<file path="src/rtl/pd_result_reader.sv">
// Streams the power-detect result table out of the result RAM with a credit-limited read pipeline,
// tracking a per-antenna peak and a sticky threshold alarm.
module pd_result_reader #(
    parameter int SF_ADDR_NUM = 20,
    parameter int ANT_NUM     = 4,
    parameter int ANW         = 2,
    parameter int SANW        = 5,
    parameter int DW          = 32,
    parameter int RD_LAT      = 2,
    parameter int FIFO_DEPTH  = 4
) (
    input  logic                    clk,
    input  logic                    reset,
    input  logic                    rd_start,
    input  logic [DW-1:0]           thresh,
    output logic                    rd_en,
    output logic [SANW+ANW-1:0]     rd_addr,
    input  logic [DW-1:0]           rd_data,
    output logic                    o_vld,
    input  logic                    i_rdy,
    output logic [DW-1:0]           o_data,
    output logic [SANW-1:0]         o_sf,
    output logic [ANW-1:0]          o_ant,
    output logic                    o_last,
    output logic [ANT_NUM*DW-1:0]   ant_peak,
    output logic [ANT_NUM-1:0]      ant_alarm,
    output logic                    busy,
    output logic                    done,
    output logic                    start_ovr
);
    localparam int CW = $clog2(FIFO_DEPTH + 1);
    localparam int PW = (FIFO_DEPTH > 1) ? $clog2(FIFO_DEPTH) : 1;

    typedef enum logic [1:0] {IDLE, READ, DRAIN, DONE} state_t;
    typedef struct packed {
        logic [DW-1:0]   data;
        logic [SANW-1:0] sf;
        logic [ANW-1:0]  ant;
        logic            last;
    } entry_t;

    state_t                       state_q;
    logic [SANW-1:0]              sf_q, sf_d;
    logic [ANW-1:0]               ant_q, ant_d;
    logic [DW-1:0]                thresh_q;
    logic [ANT_NUM-1:0][DW-1:0]   peak_q;
    logic [ANT_NUM-1:0]           alarm_q;
    logic                         busy_q, done_q, ovr_q;
    logic [CW-1:0]                outst_q, cnt_q;
    logic [PW-1:0]                wr_ptr_q, rd_ptr_q;
    logic [RD_LAT-1:0]            dl_vld_q, dl_last_q;
    logic [RD_LAT-1:0][SANW-1:0]  dl_sf_q;
    logic [RD_LAT-1:0][ANW-1:0]   dl_ant_q;
    entry_t                       fifo_q [FIFO_DEPTH];
    entry_t                       head;
    logic [CW:0]                  credit_used;
    logic                         issue, last_addr, push, pop;

    function automatic logic [PW-1:0] ptr_nxt(input logic [PW-1:0] p);
        return (p == PW'(FIFO_DEPTH - 1)) ? '0 : p + PW'(1);
    endfunction

    // Reads in flight plus words buffered never exceed the FIFO depth, so backpressure cannot lose data.
    assign credit_used = (CW+1)'(outst_q) + (CW+1)'(cnt_q);
    assign issue       = (state_q == READ) && (credit_used < (CW+1)'(FIFO_DEPTH));
    assign last_addr   = (sf_q == SANW'(SF_ADDR_NUM - 1)) && (ant_q == ANW'(ANT_NUM - 1));
    assign push        = dl_vld_q[RD_LAT-1];
    assign head        = fifo_q[rd_ptr_q];

    assign rd_en     = issue;
    assign rd_addr   = {sf_q, ant_q};
    assign o_vld     = (cnt_q != '0);
    assign pop       = o_vld & i_rdy;
    assign o_data    = o_vld ? head.data : '0;
    assign o_sf      = o_vld ? head.sf   : '0;
    assign o_ant     = o_vld ? head.ant  : '0;
    assign o_last    = o_vld & head.last;
    assign ant_peak  = peak_q;
    assign ant_alarm = alarm_q;
    assign busy      = busy_q;
    assign done      = done_q;
    assign start_ovr = ovr_q;

    always_comb begin
        sf_d  = sf_q;
        ant_d = ant_q + ANW'(1);
        if (ant_q == ANW'(ANT_NUM - 1)) begin
            ant_d = '0;
            sf_d  = (sf_q == SANW'(SF_ADDR_NUM - 1)) ? '0 : sf_q + SANW'(1);
        end
    end

    // Tag delay line matches the RAM latency; clearing it on reset drops any data still in flight.
    always_ff @(posedge clk) begin
        if (!reset) begin
            dl_vld_q  <= '0;
            dl_last_q <= '0;
            dl_sf_q   <= '0;
            dl_ant_q  <= '0;
        end else begin
            dl_vld_q[0]  <= issue;
            dl_last_q[0] <= last_addr;
            dl_sf_q[0]   <= sf_q;
            dl_ant_q[0]  <= ant_q;
            for (int i = 1; i < RD_LAT; i++) begin
                dl_vld_q[i]  <= dl_vld_q[i-1];
                dl_last_q[i] <= dl_last_q[i-1];
                dl_sf_q[i]   <= dl_sf_q[i-1];
                dl_ant_q[i]  <= dl_ant_q[i-1];
            end
        end
    end

    always_ff @(posedge clk) begin
        if (push) fifo_q[wr_ptr_q] <= '{data: rd_data, sf: dl_sf_q[RD_LAT-1],
                                        ant: dl_ant_q[RD_LAT-1], last: dl_last_q[RD_LAT-1]};
    end

    always_ff @(posedge clk) begin
        if (!reset) begin
            wr_ptr_q <= '0;
            rd_ptr_q <= '0;
            cnt_q    <= '0;
            outst_q  <= '0;
        end else begin
            if (push) wr_ptr_q <= ptr_nxt(wr_ptr_q);
            if (pop)  rd_ptr_q <= ptr_nxt(rd_ptr_q);
            case ({push, pop})
                2'b10:   cnt_q <= cnt_q + CW'(1);
                2'b01:   cnt_q <= cnt_q - CW'(1);
                default: cnt_q <= cnt_q;
            endcase
            case ({issue, push})
                2'b10:   outst_q <= outst_q + CW'(1);
                2'b01:   outst_q <= outst_q - CW'(1);
                default: outst_q <= outst_q;
            endcase
        end
    end

    always_ff @(posedge clk) begin
        if (!reset) begin
            state_q  <= IDLE;
            sf_q     <= '0;
            ant_q    <= '0;
            thresh_q <= '0;
            peak_q   <= '0;
            alarm_q  <= '0;
            busy_q   <= 1'b0;
            done_q   <= 1'b0;
            ovr_q    <= 1'b0;
        end else begin
            done_q <= 1'b0;
            if (rd_start && state_q != IDLE) ovr_q <= 1'b1;
            if (pop) begin
                for (int a = 0; a < ANT_NUM; a++) begin
                    if (o_ant == ANW'(a)) begin
                        if (o_data > peak_q[a]) peak_q[a] <= o_data;
                        if (o_data > thresh_q)  alarm_q[a] <= 1'b1;
                    end
                end
            end
            case (state_q)
                IDLE: if (rd_start) begin
                    state_q  <= READ;
                    busy_q   <= 1'b1;
                    thresh_q <= thresh;
                    peak_q   <= '0;
                    alarm_q  <= '0;
                    sf_q     <= '0;
                    ant_q    <= '0;
                end
                READ: if (issue) begin
                    sf_q  <= sf_d;
                    ant_q <= ant_d;
                    if (last_addr) state_q <= DRAIN;
                end
                DRAIN: if (pop && o_last) begin
                    state_q <= DONE;
                    done_q  <= 1'b1;
                end
                default: begin
                    state_q <= IDLE;
                    busy_q  <= 1'b0;
                end
            endcase
        end
    end
endmodule

</file>
<file path="config.mk">
export PLATFORM = sky130hd
export DESIGN_NAME = pd_result_reader
export DESIGN_NICKNAME = d
export VERILOG_FILES = /design/src/rtl/pd_result_reader.sv
export SDC_FILE = /design/constraint.sdc
export NUM_CORES = 1
export LEC_CHECK = 0
export BUFFER_PORTS_ARGS = -buffer_cell sky130_fd_sc_hd__clkbuf_2
export CORE_UTILIZATION = 23
export CTS_CLUSTER_SIZE = 40
export DETAILED_ROUTE_END_ITERATION = 16
export PLACE_DENSITY = 0.39
export SYNTH_ARGS = -nofsm -noshare
export SYNTH_HDL_FRONTEND = slang
export SYNTH_SLANG_ARGS = --single-unit
</file>
<file path="constraint.sdc">
create_clock -name clk -period 6.7 [get_ports clk]
set_input_delay 0.335 -clock clk [delete_from_list [all_inputs] [get_ports clk]]
set_output_delay 0.335 -clock clk [all_outputs]
set_load 0.005 [all_outputs]
</file>
==> metrics.txt <==
PwrDens 355.7 nW/um^2; Slew @ Worst Pin 1.070 ns; setup bufs post-CTS 0; dpl cells 2867; Post-DP HPWL 47110 um; CTS max path bufs 3; Peak VDD IR 0.1989 mV; CTS tree done; post-synth cell types 60; layout cell share with drive strength beyond 1 0.2026; met3 usage 0.03331; Final Hold Fails 0; H-Tree Depth 2; Critical Path Fanout Max 20; vias in the first global route 13450; Final GP Congestion 0.8262; Yosys Warn Count 0; die span in y about 280 um; Setup TNS Final 0 ns; vias 13200; CP endpoint kind register; Detail Route Antenna Nets 0; met2 Use GR 0.2562; filler instances about 8000; DIE AREA between 70000 and 80000 um^2; Slew Limit Fails 0; Critical Path AT 5.72 ns; result of the run finished, final reports clean; register bit count reported by yosys 366; WL final 61890 um; Post-synth EDFFs 160; Initial Utilization 0.2335; initial antenna violation count 16; DR pass1 iterations 5; Max Clk Rate 189.8 MHz; Worst-Skew Late Latency 0.59 ns; met1 track demand over resource 0.2053; layout overhead on the synthesized area 25.52%; Setup crit start kind register; synthesized cell area 17790 um^2; largest net degree at the start of global routing between 100 and 150; Setup-failing EPs final 0; Lkg Pwr 9.342 nW; gr ovfl total 0; area of the multi-input gates ~8000 um^2; max_cap viols 0; setup slack after layout 1.432 ns; Slew HR 0.2865; Crit Path Class reg -> reg; Mapped Cells 1627; CORE AREA 76200 um^2; Worst Path Required 7.15 ns; clk sinks ~370; Ports 252; FF/Latch Area 8931 um^2; prevailing post-synth register cell dfxtp_1; final std cells w/o fill between 3000 and 4000; total power between 7 and 8 mW; Iteration-0 DRC Markers 730; CTS resizes 0; Post-synth ARST share 0; Post-route DRC 0; CTS buffer count 45; chip width 280.1 um; fin crit share 0.7862; Final Skew 0.03675 ns; first-pass GRT wire length 89860 um; row cnt 101; drt via density 4.385; GRT busiest layer met2; Reg clk slew, reported paths 0.06 ns; RSZ-0062 raised after global routing false; Period minus WS final 5.268 ns; Place WS 1.357 ns; Clock Root Buffer clkbuf_16; sequential share of the synthesized area 0.5018; hold crit path type in -> reg; fin nets 2183; wire per inst 20.56 um; PortBufs approximately 250; Hold Slack 0.02535 ns; Post-Syn Area per Cell 10.94 um^2; GRT Overall Usage 0.1565; syn_nets 1872
[synth_stat cells (all sizes together) (2+ instances only)]
master | n | share of area
mux2i | 121 | 0.068
fa | 2 | 0.0023
or4 | 4 | 0.0017
o211ai | 7 | 0.0030
nor2 | 29 | 0.0075
nor4 | 8 | 0.0028
or4b | 2 | 0.0011
and4 | 2 | 0.00098
or3b | 2 | 0.00098
xor2 | 7 | 0.0034
nand4 | 39 | 0.014
nand2 | 264 | 0.056
and3 | 2 | 0.00070
o21ai | 40 | 0.011
or3 | 13 | 0.0046
clkbuf | 40 | 0.0084
nor3b | 3 | 0.0019
a21o | 12 | 0.0051
nor3 | 8 | 0.0025
a2111o | 3 | 0.0019
a21oi | 126 | 0.036
inv | 180 | 0.038
a221oi | 4 | 0.0020
a211oi | 4 | 0.0017
nor2b | 7 | 0.0025
mux4 | 40 | 0.051
ha | 175 | 0.12
a31oi | 2 | 0.0019
a22oi | 6 | 0.0025
dfxtp | 206 | 0.23
and2 | 61 | 0.021
a2111oi | 2 | 0.00098
buf | 17 | 0.0081
edfxtp | 160 | 0.27
nand3 | 17 | 0.0051
[layout make-up]
| class | instances | area share |
|---|---|---|
| Antenna cell | 6 | 0.0006723 |
| Clock buffer | 58 | 0.05580 |
| Clock inverter | 25 | 0.01384 |
| Inverter | 181 | 0.03042 |
| Multi-Input combinational cell | 1023 | 0.3547 |
| Sequential cell | 366 | 0.3999 |
| Tap cell | 1030 | 0.05770 |
| Timing Repair Buffer | 321 | 0.08695 |
[through the flow]
step           cell area, um^2    util
4_1_cts                  22310  0.2928
3_3_place_gp             20220  0.2654
6_report                 22330  0.2931
5_1_grt                  22330  0.2930
2_1_floorplan            17790       -
3_5_place_dp             20220  0.2654
[registers in the layout, indices dropped and copies added (netlist names), 4 cells and up, named ones only]
signal,count
dl_ant_q,4
dl_sf_q,10
ant_alarm,4
thresh_q,32
ant_peak,128
sf_q,5
fifo_q,160
[routing by layer]
| layer | vias to the layer above | part of all wire | wire length [um] |
|---|---|---|---|
| li1 | 6365 | - | - |
| met1 | 6423 | 0.45 | 27900 |
| met2 | 300 | 0.47 | 28790 |
| met3 | 96 | 0.054 | 3323 |
| met4 | 16 | 0.029 | 1773 |
| met5 | - | 0.0017 | 106 |
[where the power goes]
| group | total, mW | switching [mW] | internal [mW] |
|---|---|---|---|
| Sequential | 2.51 | 0.0844 | 2.42 |
| Clock | 2.56 | 1.03 | 1.53 |
| Combinational | 2.88 | 1.80 | 1.07 |
[cells in the final DEF (no fill, tap or decap), drive strengths merged, types with 8 or more instances in the layout]
| cell | instances |
|---|---|
| and2 | 61 |
| mux2i | 121 |
| dlygate4sd3 | 54 |
| inv | 185 |
| ha | 175 |
| nor2 | 29 |
| nand2 | 264 |
| dfxtp | 206 |
| nand4 | 39 |
| a21oi | 126 |
| buf | 16 |
| edfxtp | 160 |
| nor4 | 8 |
| or3 | 13 |
| clkbuf | 309 |
| o21ai | 40 |
| nand3 | 17 |
| clkinv | 16 |
| mux4 | 40 |
| nor3 | 8 |
| a21o | 12 |
[kinds of logic after synthesis]
logic type | share of synthesized area
xor gates and xnor gates | 0.003938
muxes | 0.1187
buffers and inverters | 0.05471
DFF | 0.5018
and+or+nand+nor | 0.1250
adders and majority gates | 0.1253
AOI/OAI and AO/OA | 0.07060
[critical path, cell delays in order, from the launching register on]
cell     delay [ns]
dfxtp_2        0.81
buf_4          0.46
mux4_2         0.53
and2_1         0.29
ha_1           0.37
nand4_1        0.21
nor4_1         0.69
or3b_1         0.42
a31oi_2        0.55
nor2_4         0.21
buf_4          0.36
mux2i_1        0.17
[final timing paths]
kind | start | to | slack (ns) | cells past startpoint
worst min-delay path | thresh[14] | thresh_q[14] | 0.03 | 3
worst max-delay path | register | ant_peak[126] | 1.43 | 11
worst min register to register | dl_vld_q[0] | dl_vld_q[1] | 0.43 | 1
worst max register to register | register | ant_peak[126] | 1.43 | 11
[timing repair]
action / CTS / global route
endpoints found under the setup margin: 0 / 0
hold endpoints to repair: 143 / 2
hold buffers: 53 / 1
(Power assumes the default switching activity.)
